<file path="src/rtl/output_arbiter_if.sv">
// Request/grant bundle between the PE-array controllers and the shared-path arbiter.
// The controllers drive the master side and the arbiter is the slave (responder).
`ifndef OUT_ARB_BURST_WIDTH
`define OUT_ARB_BURST_WIDTH 8
`endif

interface output_arbiter_if #(
  parameter int unsigned NUM_CTLS    = 4,
  parameter int unsigned BURST_WIDTH = `OUT_ARB_BURST_WIDTH
);
  localparam int unsigned IDX_WIDTH = (NUM_CTLS > 1) ? $clog2(NUM_CTLS) : 1;

  logic [NUM_CTLS-1:0]    w_req;
  logic [BURST_WIDTH-1:0] w_burst_cfg;
  logic                   w_beat;
  logic [NUM_CTLS-1:0]    r_grant;
  logic [BURST_WIDTH-1:0] r_burst;
  logic [IDX_WIDTH-1:0]   r_owner;
  logic                   r_busy;
  logic                   r_burst_done;

  modport master (
    output w_req, w_burst_cfg, w_beat,
    input  r_grant, r_burst, r_owner, r_busy, r_burst_done
  );

  modport slave (
    input  w_req, w_burst_cfg, w_beat,
    output r_grant, r_burst, r_owner, r_busy, r_burst_done
  );
endinterface

</file>
<file path="src/rtl/output_arbiter.sv">
// Round-robin arbiter for the shared memory/GLB transfer path: grants one controller at a
// time, counts beats per burst, and forces release after MAX_BURSTS back-to-back bursts.
`ifndef OUT_ARB_BURST_WIDTH
`define OUT_ARB_BURST_WIDTH 8
`endif

module output_arbiter #(
  parameter int unsigned NUM_CTLS    = 4,
  parameter int unsigned BURST_WIDTH = `OUT_ARB_BURST_WIDTH,
  parameter int unsigned MAX_BURSTS  = 4
) (
  input logic             w_clock,
  input logic             w_reset,
  output_arbiter_if.slave arb
);
  localparam int unsigned IDX_WIDTH  = (NUM_CTLS > 1) ? $clog2(NUM_CTLS) : 1;
  localparam int unsigned BCNT_WIDTH = $clog2(MAX_BURSTS + 1);

  typedef enum logic [1:0] {StIdle, StXfer, StRelease} state_e;

  state_e                  state_q, state_d;
  logic [NUM_CTLS-1:0]     grant_q, grant_d;
  logic [BURST_WIDTH-1:0]  burst_q, burst_d;
  logic [IDX_WIDTH-1:0]    owner_q, owner_d;
  logic                    busy_q, busy_d;
  logic                    done_q, done_d;
  logic [BURST_WIDTH-1:0]  beat_cnt_q, beat_cnt_d;
  logic [BCNT_WIDTH-1:0]   burst_cnt_q, burst_cnt_d;

  logic [IDX_WIDTH-1:0]    next_idx;
  logic [IDX_WIDTH-1:0]    cand;
  logic                    found;
  logic [BURST_WIDTH-1:0]  cfg_len;

  // A zero-length burst would never complete, so it is treated as one beat.
  assign cfg_len = (arb.w_burst_cfg == '0) ? BURST_WIDTH'(1) : arb.w_burst_cfg;

  // Round-robin search starting just after the last owner, wrapping around.
  always_comb begin
    next_idx = owner_q;
    cand     = owner_q;
    found    = 1'b0;
    for (int unsigned i = 1; i <= NUM_CTLS; i++) begin
      cand = IDX_WIDTH'((32'(owner_q) + i) % NUM_CTLS);
      if (!found && arb.w_req[cand]) begin
        next_idx = cand;
        found    = 1'b1;
      end
    end
  end

  always_comb begin
    state_d     = state_q;
    grant_d     = grant_q;
    burst_d     = burst_q;
    owner_d     = owner_q;
    busy_d      = busy_q;
    done_d      = 1'b0;
    beat_cnt_d  = beat_cnt_q;
    burst_cnt_d = burst_cnt_q;

    unique case (state_q)
      StIdle: begin
        if (arb.w_req != '0) begin
          grant_d     = NUM_CTLS'(1) << next_idx;
          owner_d     = next_idx;
          burst_d     = cfg_len;
          beat_cnt_d  = '0;
          burst_cnt_d = BCNT_WIDTH'(1);
          busy_d      = 1'b1;
          state_d     = StXfer;
        end
      end
      StXfer: begin
        // A request drop wins over a beat on the same edge; partial beats are discarded.
        if (!arb.w_req[owner_q]) begin
          grant_d = '0;
          busy_d  = 1'b0;
          state_d = StRelease;
        end else if (arb.w_beat) begin
          if (beat_cnt_q + BURST_WIDTH'(1) == burst_q) begin
            done_d = 1'b1;
            if (burst_cnt_q < BCNT_WIDTH'(MAX_BURSTS)) begin
              burst_d     = cfg_len;
              beat_cnt_d  = '0;
              burst_cnt_d = burst_cnt_q + BCNT_WIDTH'(1);
            end else begin
              grant_d = '0;
              busy_d  = 1'b0;
              state_d = StRelease;
            end
          end else begin
            beat_cnt_d = beat_cnt_q + BURST_WIDTH'(1);
          end
        end
      end
      StRelease: begin
        state_d = StIdle;
      end
      default: begin
        state_d = StIdle;
        grant_d = '0;
        busy_d  = 1'b0;
      end
    endcase
  end

  always_ff @(posedge w_clock or posedge w_reset) begin
    if (w_reset) begin
      state_q     <= StIdle;
      grant_q     <= '0;
      burst_q     <= '0;
      owner_q     <= IDX_WIDTH'(NUM_CTLS - 1);
      busy_q      <= 1'b0;
      done_q      <= 1'b0;
      beat_cnt_q  <= '0;
      burst_cnt_q <= '0;
    end else begin
      state_q     <= state_d;
      grant_q     <= grant_d;
      burst_q     <= burst_d;
      owner_q     <= owner_d;
      busy_q      <= busy_d;
      done_q      <= done_d;
      beat_cnt_q  <= beat_cnt_d;
      burst_cnt_q <= burst_cnt_d;
    end
  end

  assign arb.r_grant      = grant_q;
  assign arb.r_burst      = burst_q;
  assign arb.r_owner      = owner_q;
  assign arb.r_busy       = busy_q;
  assign arb.r_burst_done = done_q;

endmodule

</file>
<file path="src/flat_wrapper.sv">
// flat-port wrapper written by rule: the top's interface ports become plain ports
module output_arbiter_flat 
#(
  parameter int unsigned NUM_CTLS    = 4,
  parameter int unsigned BURST_WIDTH = `OUT_ARB_BURST_WIDTH,
  parameter int unsigned MAX_BURSTS  = 4
)
  (w_clock, w_reset, arb_w_req, arb_w_burst_cfg, arb_w_beat, arb_r_grant, arb_r_burst, arb_r_owner, arb_r_busy, arb_r_burst_done);
  output_arbiter_if #(.NUM_CTLS(NUM_CTLS), .BURST_WIDTH(BURST_WIDTH)) arb_i ();
  input logic w_clock;
  input logic w_reset;
  input wire logic [$bits(arb_i.w_req)-1:0] arb_w_req;
  input wire logic [$bits(arb_i.w_burst_cfg)-1:0] arb_w_burst_cfg;
  input wire logic [$bits(arb_i.w_beat)-1:0] arb_w_beat;
  output wire logic [$bits(arb_i.r_grant)-1:0] arb_r_grant;
  output wire logic [$bits(arb_i.r_burst)-1:0] arb_r_burst;
  output wire logic [$bits(arb_i.r_owner)-1:0] arb_r_owner;
  output wire logic [$bits(arb_i.r_busy)-1:0] arb_r_busy;
  output wire logic [$bits(arb_i.r_burst_done)-1:0] arb_r_burst_done;
  assign arb_i.w_req = arb_w_req;
  assign arb_i.w_burst_cfg = arb_w_burst_cfg;
  assign arb_i.w_beat = arb_w_beat;
  assign arb_r_grant = arb_i.r_grant;
  assign arb_r_burst = arb_i.r_burst;
  assign arb_r_owner = arb_i.r_owner;
  assign arb_r_busy = arb_i.r_busy;
  assign arb_r_burst_done = arb_i.r_burst_done;
  output_arbiter #(.NUM_CTLS(NUM_CTLS), .BURST_WIDTH(BURST_WIDTH), .MAX_BURSTS(MAX_BURSTS)) u_core (.w_clock(w_clock), .w_reset(w_reset), .arb(arb_i));
endmodule
</file>
<file path="config.mk">
export PLATFORM = sky130hd
export DESIGN_NAME = output_arbiter_flat
export DESIGN_NICKNAME = d
export VERILOG_FILES = /design/src/rtl/output_arbiter_if.sv /design/src/rtl/output_arbiter.sv /design/src/flat_wrapper.sv
export SDC_FILE = /design/constraint.sdc
export NUM_CORES = 1
export LEC_CHECK = 0
export BUFFER_PORTS_ARGS = -buffer_cell sky130_fd_sc_hd__buf_2
export CAP_MARGIN = 20
export CORE_ASPECT_RATIO = 1.5
export CORE_MARGIN = 2
export CORE_UTILIZATION = 43
export DETAILED_ROUTE_END_ITERATION = 6
export GPL_ROUTABILITY_DRIVEN = 0
export SYNTH_ARGS = -nofsm -noshare
export SYNTH_HDL_FRONTEND = slang
export SYNTH_SLANG_ARGS = --single-unit
</file>
<file path="constraint.sdc">
create_clock -name w_clock -period 3.85 [get_ports w_clock]
set_input_delay 0 -clock w_clock [delete_from_list [all_inputs] [get_ports w_clock]]
set_output_delay 0 -clock w_clock [all_outputs]
set_load 0.05 [all_outputs]
</file>
Yosys cells after proc, flatten, opt, wreduce, memory -nomap -nowiden
Cells that the tools add are included.

word-level totals
  flip-flop bits (word level) = 29
  input port bits = 15
  output and inout port bits = 16
  word-level logic and storage cells = 107

cells by class
  add/subtract/negate cells = 6
  order comparisons = 6
  eq/ne operators = 12
  shift-type cells = 1
  mux-type cells = 58
  bitwise operators = 1
  reductions and logical operators = 15

operators with widths
  cell                                                                   count
  8-bit 2-to-1 mux                                                       11
  8-bit one-hot mux with 2 select lines                                  2
  4-bit 2-to-1 mux                                                       5
  2-bit 2-to-1 mux                                                       9
  1-bit 2-to-1 mux                                                       17
  2-bit by 3-bit < comparator with 1-bit output (second input constant)  5
  3-bit 2-to-1 mux                                                       5
  3-bit != test (second input constant)                                  4
  4-bit one-hot mux with 3 select lines                                  1
  1-bit binary-select mux with 2-bit select                              5
  5-bit AND reduction                                                    2
  8-bit by 1-bit adder with 8-bit output (second input constant)         1
  8-bit == test                                                          1
  8-bit zero test                                                        1
  2-bit by 1-bit != test with 1-bit output (second input constant)       4
  3-bit one-hot mux with 2 select lines                                  1
  6-bit AND reduction                                                    1
  2-bit by 1-bit adder with 2-bit output (second input constant)         2
  2-bit adder (second input constant)                                    2
  2-bit one-hot mux with 2 select lines                                  1
  4-bit AND reduction                                                    1
  4-bit nonzero test                                                     1
  1-bit by 2-bit << shifter with 4-bit output (first input constant)     1
  3-bit by 1-bit adder with 3-bit output (second input constant)         1
  11 further kinds                                                       15

Depth between registers and ports, before layout
Gate-level depths: netlist of run 1.

  word-level depth = 16
  gate-level depth with buffers = 9
  depth with buffers taken out = 7

Worst setup path before layout of run 1
Ideal clock, no wire load.

  path kind = register -> register
  from = register u_core.owner_q[1], in the netlist u_core.arb.r_owner[1]
  to = register u_core.burst_q[1], in the netlist u_core.arb.r_burst[1]
  library setup time = 0.125 ns
  data arrival time = 2.310 ns
  data required time = 3.725 ns
  setup slack = 1.415 ns
  stages on the path, launching flop included = 8
  path buffers = 1
  clock period less this slack = 2.435 ns
  path through = dfstp_2 -> buf_2 -> mux4_2 -> and2_4 -> nand2_1 -> nand2_1 -> nand2_4 -> mux2_4

on the way
  word-level cells in the longest chain between the ends = 4

ends and longest elaborated chain
  item                                                       line                   text
  start: declaration                                         output_arbiter.sv:24   logic [IDX_WIDTH-1:0] owner_q, owner_d;
  start signal: assignment                                   output_arbiter.sv:113  owner_q <= IDX_WIDTH'(NUM_CTLS - 1);
  start signal: assignment                                   output_arbiter.sv:122  owner_q <= owner_d;
  1-bit binary-select mux with 2-bit select                  output_arbiter.sv:76   if (!arb.w_req[owner_q]) begin
  1-bit 2-to-1 mux (not written as such)                     output_arbiter.sv:76
  2-bit by 1-bit != test with 1-bit output (no source line)  n/a
  6-bit AND reduction (no source line)                       n/a
  end signal: assignment                                     output_arbiter.sv:121  burst_q <= burst_d;
  end: declaration                                           output_arbiter.sv:23   logic [BURST_WIDTH-1:0] burst_q, burst_d;

Every way passes these cells. The select of a mux whose other input is x is not followed.
A chain may end at the register's enable or synchronous reset.

Worst setup path in the final report of run 1
  from = register u_core.beat_cnt_q[0]
  to = register u_core.burst_cnt_q[1]

on the way
  word-level cells in the longest chain between the ends = 4

ends and longest elaborated chain
  item                                                       line                   text
  start: declaration                                         output_arbiter.sv:27   logic [BURST_WIDTH-1:0] beat_cnt_q, beat_cnt_d;
  start signal: assignment                                   output_arbiter.sv:125  beat_cnt_q <= beat_cnt_d;
  8-bit by 1-bit adder with 8-bit output                     output_arbiter.sv:81   if (beat_cnt_q + BURST_WIDTH'(1) == burst_q) begin
  8-bit == test                                              output_arbiter.sv:81
  2-bit by 1-bit != test with 1-bit output (no source line)  n/a
  6-bit AND reduction (no source line)                       n/a
  end signal: assignment                                     output_arbiter.sv:126  burst_cnt_q <= burst_cnt_d;
  end: declaration                                           output_arbiter.sv:28   logic [BCNT_WIDTH-1:0] burst_cnt_q, burst_cnt_d;

Every way passes these cells.

==> results.ini, run 1 <==
[sta]
relSlewSlack_pct = 42.38
worst_pin_slew_ns = 0.8577
slew_violations = 0
post-route-min-period_ns = 2.478
fin_setup_tns_ns = 0
hold_viol = 0
post-route-worst-setup-slack_ns = 1.372
period_share_pct = 64.35
rsz0062_at_grt = false
fin_worst_skew_ns = 0.005130
fmax_ghz = 0.4036
finalSetupViolCount = 0

[route]
drc = 0
drtIter0Drc = 59
vias_per_cell = 5.762
routed_wl_um = 4236
dr.pass1.iters = 4
ant_nets = 0
via_count = 1504
wl_per_cell_um = 16.23

[grt]
grt_overflow_total = 0
grt_max_degree = 18
grt_pass1_wl_um = 7079
track_usage_pct = 18.98
grt_pass1_vias = 1508
antenna_found_initial = 0

[clock_tree]
cts.sinks = 29
clkTransAtPathRegs_ns = 0.06
cts_buffer_depth = 2
ctsHtreeMaxLevel = 2
insertion_delay_ns = 0.28
cts_resized = 0
cts_buffers = 5
cts_tree = built
cts_root_buf = clkbuf_8

[floorplanning]
io_pins = 31
dieArea_um2 = 4744
start_util_pct = 45.21
die_w_um = 56.91
rows = 28
core-area_um2 = 3994
die_h_um = 83.36

[pwr]
leakagePower_nw = 0.9746
ir_drop_mv = 0.7148
power_density_nw_per_um2 = 936.8

[critical_path]
arrival_ns = 2.67
crit_type = reg -> reg
path_depth = 7
path_cells = ha_1 -> o21ba_1 -> a221oi_1 -> o32ai_2 -> or2_1 -> nor3_2 -> mux2i_1
critPathSlowestCell = dfrtp_1
reg2regPathDepth = 7
max_stage_delay_ns = 0.45
cp_data_required_time_ns = 4.05
start_kind = flip-flop
cp_max_fo = 11
critPathCaptureType = flip-flop
crit_family = compound AO/OA/AOI/OAI gates
cp_num_buf_inv = 0

[placed_design]
port-buffer-count = 30
place_ws_ns = 1.384
dp_hpwl_um = 3134
placed_area_um2 = 1981
dp.cells = 245

[outcome]
status = completed

[final_layout]
fin_cells = 261
nets = 232
area_delta_synth_final_pct = 19.75
num-fill-cells = 383
fin_area_um2 = 2162
drive_gt1_share_pct = 29.63
diodes = 0

[run]
maxCapViolCount = 0

[synth]
synth_top_family_by_area = compound AO/OA/AOI/OAI gates
synth_seq_cells = 29
yosys_most_used_dff = dfrtp_1
yosys.area.top_type = dfrtp_1
synth_edf_count = 0
synth_top_area_share_pct = 37.42
yosysSeqAreaShare_pct = 40.33
synth_fa_ha_area_share_pct = 1.386
yosysWarnings = 0
synthMuxAreaShare_pct = 8.177
syn_nets = 195
synth_compound_area_share_pct = 21.69
synthXorXnorAreaFrac_pct = 3.881
yosysMostFrequentCell = dfrtp_1
synthTopCellsByArea = dfrtp_1 (37%), mux2_4 (5.8%), nand2_1 (3.7%)
syn_area_um2 = 1805
synthCells = 178
synth_cell_types = 58
synthTopCellsByCount = dfrtp_1 (27), nand2_1 (18), nor3_1 (12)
async_flop_share_pct = 100.0
yosys.area_share.simple_pct = 20.24
syn_avg_cell_area_um2 = 10.14

[hold_path]
hold_depth = 3
min_path_type = in -> reg

[timing repair]
item / in CTS / in global routing
hold buffers: 8 / 0
endpoints found under the hold margin: 19 / 0
buffers inserted: 0 / 0
[tightest hold or removal path: stages]
cell and delay [ns]:
buf_2 0.07, a21oi_1 0.04, a31oi_1 0.15
[kinds of logic (layout without fill, tap and decap cells)]
family / Yosys count / in the layout
multiplexers: 10 / 10
XOR/XNOR: 8 / 8
AND/OR/NAND/NOR: 68 / 68
AO/OA/AOI/OAI: 48 / 48
flip-flops: 29 / 29
adder cells (fa/ha/maj): 2 / 2
buffers and inverters: 13 / 51
[power breakdown]
group	switching (mW)	leakage, nW	internal [mW]	total (mW)
registers	0.166	0.364	0.439	0.605
clock network	0.115	0.0542	0.161	0.276
logic	0.723	0.556	0.421	1.14
total	1.00	0.975	1.02	2.03
[flip-flops by register name, indices dropped and copies added, names as in the netlist]
signal / cells
u_core.arb.r_grant: 4
u_core.state_q: 2
u_core.arb.r_burst: 8
u_core.arb.r_burst_done: 1
u_core.arb.r_busy: 1
u_core.arb.r_owner: 2
u_core.burst_cnt_q: 3
u_core.beat_cnt_q: 8
[cells in the final DEF, fill, tap and decap left out, drive strengths merged, types with 3 or more instances in the layout]
| cell | netlist | routed |
|---|---|---|
| nor3 | 13 | 13 |
| clkbuf | 3 | 7 |
| nand3 | 4 | 4 |
| o2bb2ai | 4 | 4 |
| mux2 | 7 | 7 |
| inv | 3 | 3 |
| dfrtp | 27 | 27 |
| a32oi | 5 | 5 |
| o31ai | 6 | 6 |
| nor2 | 12 | 12 |
| o21ai | 7 | 7 |
| and3 | 3 | 3 |
| a21oi | 7 | 7 |
| buf | 7 | 32 |
| xnor2 | 4 | 4 |
| a31oi | 3 | 3 |
| a21o | 5 | 5 |
| nand2 | 19 | 19 |
| xor2 | 4 | 4 |
| dlygate4sd3 | 0 | 8 |
[per-stage QoR]
| stage | power, mW | utilization, % | hold WS, ns |
|---|---|---|---|
| after floorplan | 1.535 | - | 0.07663 |
| after global placement | 1.721 | 48.90 | 0.2495 |
| after detailed placement | 1.751 | 49.59 | 0.09456 |
| after CTS | 2.041 | 54.14 | 0.02744 |
| after global routing | 2.153 | 54.14 | 0.04682 |
| final | 2.026 | 54.14 | 0.02797 |
[path summary, 6_finish.rpt]
path | startpoint | end | slack [ns]
max | u_core.beat_cnt_q[0] | u_core.burst_cnt_q[1] | 1.37
min | arb_w_burst_cfg[0] | u_core.arb.r_burst[0] | 0.03
max reg2reg | u_core.beat_cnt_q[0] | u_core.burst_cnt_q[1] | 1.37
min reg2reg | u_core.arb.r_grant[2] | u_core.arb.r_grant[2] | 0.49
max in group asynchronous | w_reset | u_core.arb.r_owner[1] | 2.95
min in group asynchronous | w_reset | u_core.arb.r_burst[1] | 0.32
[metal layers]
layer  up-vias  global-route usage (%)  routed length [µm]  part of all wire, %
met5         -                       0                   0                    0
met4         0                   8.879                 128                  3.0
met3        13                   4.050                 174                  4.1
met2        42                   32.71                2244                   53
met1       709                   21.78                1688                   40
li1        740                       -                   -                    -
[layout make-up]
cell class | count | area, µm² | share of cell area (%)
Multi-Input combinational cell | 136 | 999.7 | 46.24
Sequential cell | 29 | 728.2 | 33.68
Timing Repair Buffer | 40 | 265.3 | 12.27
Clock buffer | 7 | 96.34 | 4.456
Tap cell | 45 | 56.30 | 2.604
Inverter | 3 | 11.26 | 0.5208
Clock inverter | 1 | 5.005 | 0.2315
No activity file was read; power rests on OpenSTA's default activity.
==> run 2: changes to the inputs <==
==> constraint.sdc (replaced) <==
create_clock -name w_clock -period 2.4 [get_ports w_clock]
set_input_delay 0 -clock w_clock [delete_from_list [all_inputs] [get_ports w_clock]]
set_output_delay 0 -clock w_clock [all_outputs]
set_load 0.05 [all_outputs]
==> run 2 against run 1 <==
Global-route usage is 0.38 points higher. Worst hold slack better by 0.0042 ns. Routed wire length grew 5.7%. Sequential power up 57%. Clock power up 91%. Combinational power rose by 81%. Via count is 4.7% higher. First-iteration DRC count down 14%. Sequential share of layout area down 2.0 points. Cell area increased by 6.5%. Die area unchanged. Final cell count up 4.2%. Critical endpoint is now u_core.beat_cnt_q[4]. Highest routed layer unchanged.
==> results.ini, run 2 (synthesis gave the netlist of run 1 again) <==
[sta]
fmax_ghz = 0.4340  ; +7.5%
whs_ns = 0.03221  ; +0.004234 ns
hold_viol = 0  ; unchanged
finalSetupViolCount = 0  ; unchanged
post-route-worst-setup-slack_ns = 0.09592  ; -1.276 ns
worst_pin_slew_ns = 0.4791  ; -0.3786 ns
fin_worst_skew_ns = 0.007501  ; +0.002370 ns
relSlewSlack_pct = 67.79  ; +25 points
slew_violations = 0  ; unchanged
period_share_pct = 96.00  ; +32 points
fin_setup_tns_ns = 0  ; unchanged
post-route-min-period_ns = 2.304  ; -0.1735 ns

[critical_path]
rrSetupSlack_ns = 0.1  ; -1.28 ns
arrival_ns = 2.45  ; -0.22 ns
rr_startpoint = u_core.arb.r_owner[1]
reg2regPathDepth = 6  ; -1
crit_type = reg -> reg
critPathCaptureType = flip-flop
r2r_end = u_core.beat_cnt_q[4]
cp_data_required_time_ns = 2.55  ; -1.50 ns
crit_path_end = u_core.beat_cnt_q[4]
cp_max_fo = 15  ; +4
start_kind = flip-flop
critPathLaunch = u_core.arb.r_owner[1]

[pwr]
p_sw_share_pct = 47.92  ; -1.6 points
p_switching_mw = 1.697  ; +69%
power_density_nw_per_um2 = 1538  ; +64%
internal_power_mw = 1.845  ; +81%
leakagePower_nw = 1.033  ; +6.0%
p_comb_share_pct = 58.2  ; +1.7 points
p_clk_share_pct = 14.9  ; +1.3 points
pwr-share-seq_pct = 26.9  ; -3.0 points
ir_drop_mv = 0.9106  ; +27%

[final_layout]
diodes = 0  ; unchanged
nets = 243  ; +4.7%
final_cell_mix = buf_2 (30), dfrtp_1 (26), nand2_1 (18), buf_4 (13)
num-fill-cells = 365  ; -4.7%
area_delta_synth_final_pct = 27.58
final_common_cell = buf_2
drive_gt1_share_pct = 37.00  ; +7.4 points

[placed_design]
place_ws_ns = -0.01575  ; -1.400 ns
dp_hpwl_um = 3225  ; +2.9%
port-buffer-count = 30  ; unchanged

[floorplanning]
rows = 28  ; unchanged
dieArea_um2 = 4744  ; unchanged
core-area_um2 = 3994  ; unchanged
die_h_um = 83.36  ; unchanged
die_w_um = 56.91  ; unchanged
io_pins = 31  ; unchanged
start_util_pct = 45.21  ; unchanged

[route]
dr.pass1.iters = 4  ; unchanged
drtIter0Drc = 51  ; -14%
vias_per_cell = 5.790  ; +0.49%
via_count = 1575  ; +4.7%
drc = 0  ; unchanged
ant_nets = 0  ; unchanged
wl_met2_um = 2466  ; +9.9%
routed_wl_um = 4478  ; +5.7%
wl_per_cell_um = 16.46  ; +1.4%
highest_layer = met4
drt-met1-wl_um = 1745  ; +3.4%
route.met3.wl_um = 149  ; -14%

[clock_tree]
ctsHtreeMaxLevel = 2  ; unchanged
cts_tree = built
insertion_delay_ns = 0.28  ; about the same
cts.sinks = 29  ; unchanged
clkTransAtPathRegs_ns = 0.07  ; about the same
cts_buffers = 5  ; unchanged
cts_buffer_depth = 2  ; unchanged
cts_root_buf = clkbuf_8

[grt]
grt_max_degree = 30  ; +12
antenna_found_initial = 0  ; unchanged
grt_overflow_total = 0  ; unchanged
grt_pass1_wl_um = 7224  ; +2.0%
grt_pass1_vias = 1544  ; +2.4%
track_usage_pct = 19.36  ; +0.38 points

[outcome]
status = completed

[hold_path]
min_path_type = in -> reg

[run]
maxCapViolCount = 0  ; unchanged

==> run 2: layer usage <==
metal / vias up / global-route usage, %
met1: 763 / 22.38
li1: 763 / -
met3: 11 / 3.583
met2: 38 / 34.17
met5: - / 0
met4: 0 / 7.822
==> run 2: worst min-delay path by stage <==
stage / depth (start not counted) / end / start
floorplan: 1 / u_core.arb.r_burst[0] / w_reset
global placement: 3 / u_core.arb.r_burst[1] / w_reset
detailed placement: 3 / u_core.arb.r_grant[3] / w_reset
CTS: 3 / u_core.arb.r_burst[0] / arb_w_burst_cfg[0]
global route: 3 / u_core.state_q[1] / arb_w_beat
finish: 3 / u_core.arb.r_burst[0] / arb_w_burst_cfg[0]
==> run 2: final cells by class <==
class                           count  area (µm²)  area share, %
Clock buffer                        6       82.58          3.585
Multi-Input combinational cell    136        1059          45.95
Clock inverter                      2       37.54          1.630
Inverter                            3       11.26         0.4889
Timing Repair Buffer               51       327.8          14.23
Sequential cell                    29       729.5          31.67
Tap cell                           45       56.30          2.444
==> run 2: repair_timing <==
action | in CTS | in global routing
setup endpoints to repair | 2 | 21
pin swaps | 0 | 5
setup buffers | 0 | 1
resized for setup | 1 | 10
endpoints found under the hold margin | 34 | 0
hold buffers | 8 | 0
==> run 2: power by group through the flow <==
stage	clock (mW)	combinational, mW	sequential [mW]
3_3_place_gp	0	1.94	0.938
4_1_cts	0.536	1.99	0.940
3_5_place_dp	0	1.97	0.946
6_report	0.528	2.06	0.952
5_1_grt	0.556	2.21	0.987
2_1_floorplan	0	1.15	1.32
==> run 2: through the flow <==
step                      cell area [µm²]  utilization [%]  instances  power, mW
after floorplan                      1808                -        178      2.468
after global placement               2036            50.97        255      2.874
after detailed placement             2036            50.97        255      2.912
after CTS                            2238            56.05        271      3.465
after global routing                 2303            57.68        272      3.757
final                                2303            57.68        272      3.542
==> run 2: critical path: stages (launching register included) <==
cell and delay, ns:
dfstp_2 0.63, mux4_2 0.54, and2_4 0.20, a21oi_4 0.36
nor3_1 0.08, a32oi_1 0.25, o31ai_1 0.11
